===== src/rtl/data_mem_responder.sv =====
// data_mem_responder: single-port word memory answering controller read and
// write strobes. Reads return after RD_LAT cycles, writes are acknowledged
// with a one-cycle pulse, and illegal or overlapping strobes pulse err.
// Optional feature: define MEM_INIT_EN to clear the whole memory (one word
// per cycle) after every reset before the first request is accepted.
//
// Handshake: a strobe is taken only when busy=0. M_re alone starts a read,
// M_we alone starts a write. Both together, or any strobe while busy=1, is
// dropped and answered with a one-cycle err pulse. rd_valid and wr_ack are
// single-cycle pulses with no back-pressure; rdata is zero outside rd_valid.
module data_mem_responder #(
  parameter int DEPTH  = 16,
  parameter int WIDTH  = 8,
  parameter int RD_LAT = 2
) (
  input  logic                                clk,
  input  logic                                reset,
  input  logic                                M_re,
  input  logic                                M_we,
  input  logic [((DEPTH > 1) ? $clog2(DEPTH) : 1)-1:0] addr,
  input  logic [WIDTH-1:0]                    wdata,
  output logic [WIDTH-1:0]                    rdata,
  output logic                                rd_valid,
  output logic                                wr_ack,
  output logic                                busy,
  output logic                                err,
  output logic [2:0]                          dbg_state
);

  localparam int AW = (DEPTH > 1) ? $clog2(DEPTH) : 1;
  // Last value of the READ-state counter before moving to RESP.
  localparam logic [2:0] LAT_LAST = 3'(RD_LAT - 1);

  typedef enum logic [2:0] {
    IDLE  = 3'd0,
    READ  = 3'd1,
    WRITE = 3'd2,
    RESP  = 3'd3
`ifdef MEM_INIT_EN
    , INIT = 3'd4
`endif
  } state_t;

  state_t             r_state;
  logic [2:0]         r_lat_cnt;
  logic [AW-1:0]      r_addr;
  logic [WIDTH-1:0]   r_rdata;
  logic               r_rd_valid;
  logic               r_wr_ack;
  logic               r_err;
  logic [WIDTH-1:0]   r_mem [DEPTH];
`ifdef MEM_INIT_EN
  logic [AW-1:0]      r_init_cnt;
`endif

  logic               w_accept_wr;
  logic               w_mem_we;
  logic [AW-1:0]      w_mem_addr;
  logic [WIDTH-1:0]   w_mem_wdata;

  // Memory write port select: accepted controller write, or the init sweep.
  always_comb begin
    w_accept_wr = (r_state == IDLE) && M_we && !M_re;
    w_mem_we    = !reset && w_accept_wr;
    w_mem_addr  = addr;
    w_mem_wdata = wdata;
`ifdef MEM_INIT_EN
    if (!reset && (r_state == INIT)) begin
      w_mem_we    = 1'b1;
      w_mem_addr  = r_init_cnt;
      w_mem_wdata = '0;
    end
`endif
  end

  // Storage array; deliberately not reset so contents survive a reset.
  always_ff @(posedge clk) begin
    if (w_mem_we) begin
      r_mem[w_mem_addr] <= w_mem_wdata;
    end
  end

  // Control FSM with registered pulse outputs; reset overrides every strobe.
  always_ff @(posedge clk) begin
    r_rd_valid <= 1'b0;
    r_rdata    <= '0;
    r_wr_ack   <= 1'b0;
    r_err      <= 1'b0;
    if (reset) begin
      r_lat_cnt <= '0;
      r_addr    <= '0;
`ifdef MEM_INIT_EN
      r_state    <= INIT;
      r_init_cnt <= '0;
`else
      r_state   <= IDLE;
`endif
    end else begin
      case (r_state)
        IDLE: begin
          if (M_re && M_we) begin
            r_err <= 1'b1;
          end else if (M_re) begin
            r_addr    <= addr;
            r_lat_cnt <= 3'd1;
            r_state   <= (RD_LAT == 1) ? RESP : READ;
          end else if (M_we) begin
            r_wr_ack <= 1'b1;
            r_state  <= WRITE;
          end
        end
        READ: begin
          if (M_re || M_we) r_err <= 1'b1;
          if (r_lat_cnt == LAT_LAST) begin
            r_state <= RESP;
          end else begin
            r_lat_cnt <= r_lat_cnt + 3'd1;
          end
        end
        WRITE: begin
          if (M_re || M_we) r_err <= 1'b1;
          r_state <= IDLE;
        end
        RESP: begin
          if (M_re || M_we) r_err <= 1'b1;
          r_rd_valid <= 1'b1;
          r_rdata    <= r_mem[r_addr];
          r_state    <= IDLE;
        end
`ifdef MEM_INIT_EN
        INIT: begin
          if (M_re || M_we) r_err <= 1'b1;
          r_init_cnt <= r_init_cnt + 1'b1;
          if (r_init_cnt == AW'(DEPTH - 1)) r_state <= IDLE;
        end
`endif
        default: r_state <= IDLE;
      endcase
    end
  end

  assign rdata     = r_rdata;
  assign rd_valid  = r_rd_valid;
  assign wr_ack    = r_wr_ack;
  assign err       = r_err;
  assign busy      = (r_state != IDLE);
  assign dbg_state = r_state;

endmodule


===== config.mk =====
export PLATFORM = sky130hd
export DESIGN_NAME = data_mem_responder
export DESIGN_NICKNAME = d
export VERILOG_FILES = /design/src/rtl/data_mem_responder.sv
export SDC_FILE = /design/constraint.sdc
export NUM_CORES = 1
export LEC_CHECK = 0
export ABC_CLOCK_PERIOD_IN_PS = 2590
export CAP_MARGIN = 20
export CORE_UTILIZATION = 30
export CTS_CLUSTER_SIZE = 14
export DETAILED_ROUTE_END_ITERATION = 16
export GPL_ROUTABILITY_DRIVEN = 0
export PLACE_DENSITY = 0.58
export SKIP_LAST_GASP = 1
export SLEW_MARGIN = 0
export SYNTH_ARGS = -nofsm -noshare
export SYNTH_HDL_FRONTEND = slang
export SYNTH_SLANG_ARGS = --single-unit

===== constraint.sdc =====
create_clock -name clk -period 2.59 [get_ports clk]
set_input_delay 0.777 -clock clk [delete_from_list [all_inputs] [get_ports clk]]
set_output_delay 0.777 -clock clk [all_outputs]
set_load 0.05 [all_outputs]

==> results.toml, run 1 <==
[sta]
finalMaxSlewViolations = 0
finalHoldViolations = 0
clock.fmax_mhz = 404
slew_headroom_pct = 54.5
timing_worst_slew_pin_value_ns = 0.680
final.setup_skew_ns = 0.0151
period_utilization_post_route_pct = 95.5
setup_viol_count_final = 0
final.min_clock_period_ns = 2.47
unrepaired_setup_endpoints_after_global_routing = "no"
totalNegativeSetupSlack_ns = 0

[logic_synthesis]
yosys_warnings = 0
netlist.top_cell.by_area = "sky130_fd_sc_hd__edfxtp_1"
syn_area_per_cell_um2 = 19.4
async_flop_share_pct = 0
synth_top_cells_by_area = "sky130_fd_sc_hd__edfxtp_1 (67%), sky130_fd_sc_hd__dfxtp_1 (7.0%), sky130_fd_sc_hd__mux4_1 (6.9%)"
synth.net_count = 314
yosys-top-cells-count = "sky130_fd_sc_hd__edfxtp_1 (128), sky130_fd_sc_hd__dfxtp_1 (20), sky130_fd_sc_hd__mux2i_1 (18), sky130_fd_sc_hd__nor2_1 (18), sky130_fd_sc_hd__mux4_1 (15)"
synth_cells = 296
seq_area_frac_synth_pct = 73.9
synth_cell_type_count = 36
synthMostInstantiatedCell = "sky130_fd_sc_hd__edfxtp_1"
yosys_register_bits = 148
synthesis.area_um2 = 5750
dominantRegCellSynth = "sky130_fd_sc_hd__edfxtp_1"
synth_enable_flop_cells = 128
yosysTopAreaCellShare_pct = 66.9

[routing]
routed_via_density = 4.83
wl_per_cell_um = 19.5
route.detailed.drc = 0
drt_wl_total_mm = 11.8
count_of_routing_violations_after_the_opening_detailed_route_iteration = 226
ant_nets = 0
dr.pass1.iters = 4
vias = 2921

[worst_setup_path]
delay_of_the_slowest_critical_path_stage_ns = 0.85
cpMaxStageDelayCell = "sky130_fd_sc_hd__clkdlybuf4s50_1"
timing.critical_path.arrival_ns = 1.70
cp_top_family = "buffers and inverters"
end_kind = "primary output"
required_ns = 1.81
max_fanout_on_critical_path = 7
timing.critical_path.buf_inv = 1
critical_path_class = "flop to primary output"
worst_setup_path_start_kind = "flop"
critical_path_cell_sequence = "clkdlybuf4s50_1"

[floorplanning]
die_extent_in_y_um = 140
floorplan.die.width_um = 140
floorplan.initialDensity_pct = 30.6
num_rows = 50
die-area_um2 = 19700
floorplan.io_pins = 31
core_area_um2 = 18800

[place]
post-place-cells = 572
port_buffers = 29
post_dp_cell_area_um2 = 6450
dpl.hpwl_mm = 7.64

[clocking]
cts-buffers-inserted = 17
cts.path.max_buffers = 2
h_tree_depth = 4
clk-insertion-delay-late_ns = 0.42
cts_resizes = 0
library_cell_used_as_clock_root_buffer = "sky130_fd_sc_hd__clkbuf_16"
clock-sinks = 148
cts_post_setup_buffers_inserted = 0
cts_hold_repair.buffers = 0
tritoncts = "done"
clk_pin_slew_ns = 0.06

[global_routing]
grt_util_all_layers_pct = 12.9
first_global_vias = 2912
grt_pass1_wl_mm = 17.7
grt_antenna_before_repair = 1
gr-total-overflow = 0
grt_max_degree = 40

[power_and_ir_drop]
power.ir.vdd_worst_mv = 0.430
leakage_uw = 0.00229
power.density_cell_area_nw_per_um2 = 752
design_power_total_uw = 5300

[cells_and_area]
post_layout_utilization_of_the_core_pct = 37.6
stdcell_area_um2 = 7050
diodes = 0
layout-drive-gt1-share_pct = 21.3
finalNetCount = 376
area_growth_pct = 22.7
instances_no_fill = 605

[run]
timing.max_cap.violations = 0

[worst_hold_path]
hold_path.class = "flop to flop"

[status]
status = "completed"
==> registers in the layout, summed over array words and instances, names as in the netlist <==
signal     cells
dbg_state      2
err            1
r_addr         4
r_lat_cnt      3
r_mem        128
rd_valid       1
rdata          8
wr_ack         1
==> stage by stage <==
step                setup WS (ns)  hold WS, ns
global route               0.0413        0.560
global placement           -0.177        0.491
floorplan                   0.146        0.474
detailed placement         -0.234        0.514
finish                      0.117        0.528
CTS                        0.0871        0.530
==> where the power goes <==
| part | switching (uW) | internal [uW] |
|---|---|---|
| clock network | 918 | 1500 |
| logic | 162 | 106 |
| registers | 10.4 | 2610 |
==> kinds of logic (layout without fill, tap and decap cells) <==
family / count (synthesis) / in the layout / synth area share (%)
AOI/OAI and AO/OA: 28 / 28 / 4.05
xor gates and xnor gates: 1 / 1 / 0.152
adders and majority gates: 2 / 2 / 0.435
and+or+nand+nor: 53 / 53 / 5.18
DFF: 148 / 148 / 73.9
buffers and inverters: 18 / 93 / 1.96
other: 1 / 1 / 0.0653
muxes: 45 / 45 / 14.3
==> cells in the final DEF (no fill, tap or decap), types with 8 or more instances in the layout <==
cell type	n
sky130_fd_sc_hd__a22o_1	8
sky130_fd_sc_hd__clkbuf_16	17
sky130_fd_sc_hd__nor3_1	8
sky130_fd_sc_hd__mux4_2	10
sky130_fd_sc_hd__mux4_1	15
sky130_fd_sc_hd__nor2_1	18
sky130_fd_sc_hd__dfxtp_1	19
sky130_fd_sc_hd__mux2i_1	18
sky130_fd_sc_hd__buf_4	28
sky130_fd_sc_hd__clkdlybuf4s50_1	28
sky130_fd_sc_hd__edfxtp_1	128
==> metal layers <==
metal	share of wire, %	track usage, %	vias up	wire length (um)
li1	-	-	1338	-
met1	45	17.2	1487	5290
met2	48	20.0	90	5700
met3	6.4	3.69	6	752
met4	0.66	4.68	0	78
met5	0	0	-	0
==> area by class of cell <==
cell class,count,area [um^2]
well taps,234,293
inverters,3,11.3
multi-input cells,130,1400
flip-flops and latches,148,4250
clock inverters,15,165
repair buffers,58,515
fillers,1714,11700
clock buffers,17,425
==> final timing paths <==
check / slack, ns / depth (start not counted) / to / start
min: 0.53 / 1 / r_lat_cnt[0] / r_lat_cnt[0]
min reg2reg: 0.53 / 1 / r_lat_cnt[0] / r_lat_cnt[0]
max reg2reg: 0.49 / 5 / r_mem[12][5] / dbg_state[1]
max: 0.12 / 1 / dbg_state[1] / dbg_state[1]
Note: power is estimated with default switching activity, not from simulation.
==> run 2: changes to the inputs <==
CORE_MARGIN = 8   (was default)
SETUP_SLACK_MARGIN = 0.3   (was default)
==> run 2 against run 1 <==
Net effect: sequential cell count unchanged; via count up 1.4%; maximum frequency increased by 12%; global-route usage shrank 2.2 points; clock skew down 0.0058 ns; die area grew 21%; sequential power about the same; worst hold slack worse by 0.041 ns; critical path type is now primary input to flop; largest power group unchanged.
==> results.toml, run 2 (synthesis gave the netlist of run 1 again) <==
[cells_and_area]
post_layout_utilization_of_the_core_pct = 38.4
finalNetCount = 381
stdcell_area_um2 = 7210
area_growth_pct = 25.5
layout-drive-gt1-share_pct = 25.5
instances_no_fill = 610
largest_register_ffs = 128
most_common_cell_after_layout_fill_and_taps_aside = "sky130_fd_sc_hd__edfxtp_1"
max_flop_register = "r_mem"
layout_common_cells = "sky130_fd_sc_hd__edfxtp_1 (128), sky130_fd_sc_hd__buf_4 (28), sky130_fd_sc_hd__clkbuf_16 (22), sky130_fd_sc_hd__mux2i_1 (18), sky130_fd_sc_hd__dfxtp_1 (17)"
diodes = 0

[clocking]
tritoncts = "done"
library_cell_used_as_clock_root_buffer = "sky130_fd_sc_hd__clkbuf_16"
cts.path.max_buffers = 2
cts-buffers-inserted = 17
cts_hold_repair.buffers = 0
clock-sinks = 148
clk-insertion-delay-late_ns = 0.41
clk_pin_slew_ns = 0.06
h_tree_depth = 4

[floorplanning]
core_area_um2 = 18800
floorplan.die.width_um = 154
die_extent_in_y_um = 154
floorplan.initialDensity_pct = 30.6
num_rows = 50
die-area_um2 = 23800
floorplan.io_pins = 31

[routing]
wl_per_cell_um = 20.3
vias = 2961
count_of_routing_violations_after_the_opening_detailed_route_iteration = 187
routed_via_density = 4.85
route.detailed.drc = 0
dr.pass1.iters = 4
ant_nets = 0
drt_wl_total_mm = 12.4

[worst_hold_path]
worst_hold_startpoint = "dbg_state[1]"
holdPathEnd = "dbg_state[0]"
whs_path_cells = 1
hold_path.class = "flop to flop"

[worst_setup_path]
end_kind = "flop"
max_fanout_on_critical_path = 8
timing.critical_path.arrival_ns = 2.34
required_ns = 2.72
r2r_slack_ns = 0.58
critical_path_class = "primary input to flop"
worst_setup_path_start_kind = "primary input"
regToRegEndpoint = "r_mem[0][1]"
crit-reg2reg-launch = "dbg_state[1]"
worst-r2r-cell-count = 5

[sta]
period_utilization_post_route_pct = 85.5
clock.fmax_mhz = 451
finalMaxSlewViolations = 0
smallest_hold_slack_ns = 0.486
slew_headroom_pct = 50.8
unrepaired_setup_endpoints_after_global_routing = "no"
final.min_clock_period_ns = 2.22
timing_worst_slew_pin_value_ns = 0.735
finalHoldViolations = 0
setup_viol_count_final = 0
final.setup_skew_ns = 0.00934

[power_and_ir_drop]
cellInternalPower_uw = 4280
power.density_cell_area_nw_per_um2 = 741
sw_frac_of_total_pct = 20.0
power_frac_clock_pct = 45.7
seq_power_share_pct = 49.0
pwr-share-comb_pct = 5.2
power.ir.vdd_worst_mv = 0.351
switchingPower_uw = 1070
leakage_uw = 0.00244

[global_routing]
grt_pass1_wl_mm = 18.4
gr-usage-met1_pct = 13.3
grt_use_met2_pct = 16.7
first_global_vias = 3019
grt_max_degree = 29
met3_track_utilization_from_global_routing_pct = 4.10
gr-total-overflow = 0
grt_antenna_before_repair = 0
grt_busiest_layer = "met2"
grt_util_all_layers_pct = 10.7

[place]
port_buffers = 29
post_dp_cell_area_um2 = 6560
dpl.hpwl_mm = 8.34
post-place-cells = 576

[run]
timing.max_cap.violations = 0

[status]
status = "completed"
-- run 2: cell count changes in the layout (fill, tap and decap cells not counted), sizes merged, moves of 3 or more --
cell | previous run | this run
bufinv | 3 | 0
dlygate4sd2 | 0 | 13
clkinvlp | 5 | 0
clkbuf | 17 | 26
clkdlybuf4s50 | 28 | 15
buf | 30 | 35
-- run 2: power by group through the flow --
stage	logic, uW	clock network (uW)	registers [uW]
after floorplan	131	0	2690
after global placement	275	0	2670
after detailed placement	283	0	2670
after CTS	282	2500	2620
after global routing	299	2600	2620
final	280	2440	2620
-- run 2: final cells by class --
class / instances / area (um^2)
clock buffer: 26 / 586
clock inverter: 6 / 31.3
fill: 1713 / 11600
inverter: 3 / 11.3
multi-input combinational: 130 / 1440
sequential: 148 / 4250
tap: 234 / 293
timing repair buffer: 63 / 597
-- run 2: critical path, stage by stage --
cell and delay [ns]:
sky130_fd_sc_hd__clkdlybuf4s50_1 0.53, sky130_fd_sc_hd__nand2b_4 0.08, sky130_fd_sc_hd__nor3_4 0.18, sky130_fd_sc_hd__or3b_4 0.46, sky130_fd_sc_hd__nor3_4 0.17, sky130_fd_sc_hd__buf_12 0.15
-- run 2: worst max path at each step --
| stage | start | end | slack, ns | cells after the start |
|---|---|---|---|---|
| 6_report | M_we | r_mem[0][1] | 0.37 | 6 |
| 3_3_place_gp | reset | rdata[5] | -0.20 | 5 |
| 5_1_grt | M_we | r_mem[1][2] | 0.30 | 7 |
| 4_1_cts | M_we | r_mem[0][2] | 0.30 | 6 |
| 3_5_place_dp | reset | rdata[0] | -0.36 | 5 |
| 2_1_floorplan | dbg_state[1] | r_mem[1][0] | 0.31 | 5 |
-- run 2: per-layer routing --
layer	share of wire (%)	up-vias
met5	0	-
met4	1.1	0
met3	6.7	10
met2	48	73
met1	44	1531
li1	-	1347
-- run 2: per-stage QoR --
| stage | TNS, ns | total power, uW | setup slack, ns |
|---|---|---|---|
| after floorplan | 0 | 2820 | 0.312 |
| after global placement | -4.93 | 2940 | -0.200 |
| after detailed placement | -8.30 | 2950 | -0.356 |
| after CTS | 0 | 5400 | 0.303 |
| after global routing | 0 | 5520 | 0.301 |
| final | 0 | 5340 | 0.375 |
-- run 2: timing repair --
action / in CTS / in global routing
setup endpoints to repair: 51 / 82
gates resized for setup: 15 / 6
buffers inserted: 1 / 1
pin swaps: 2 / 3
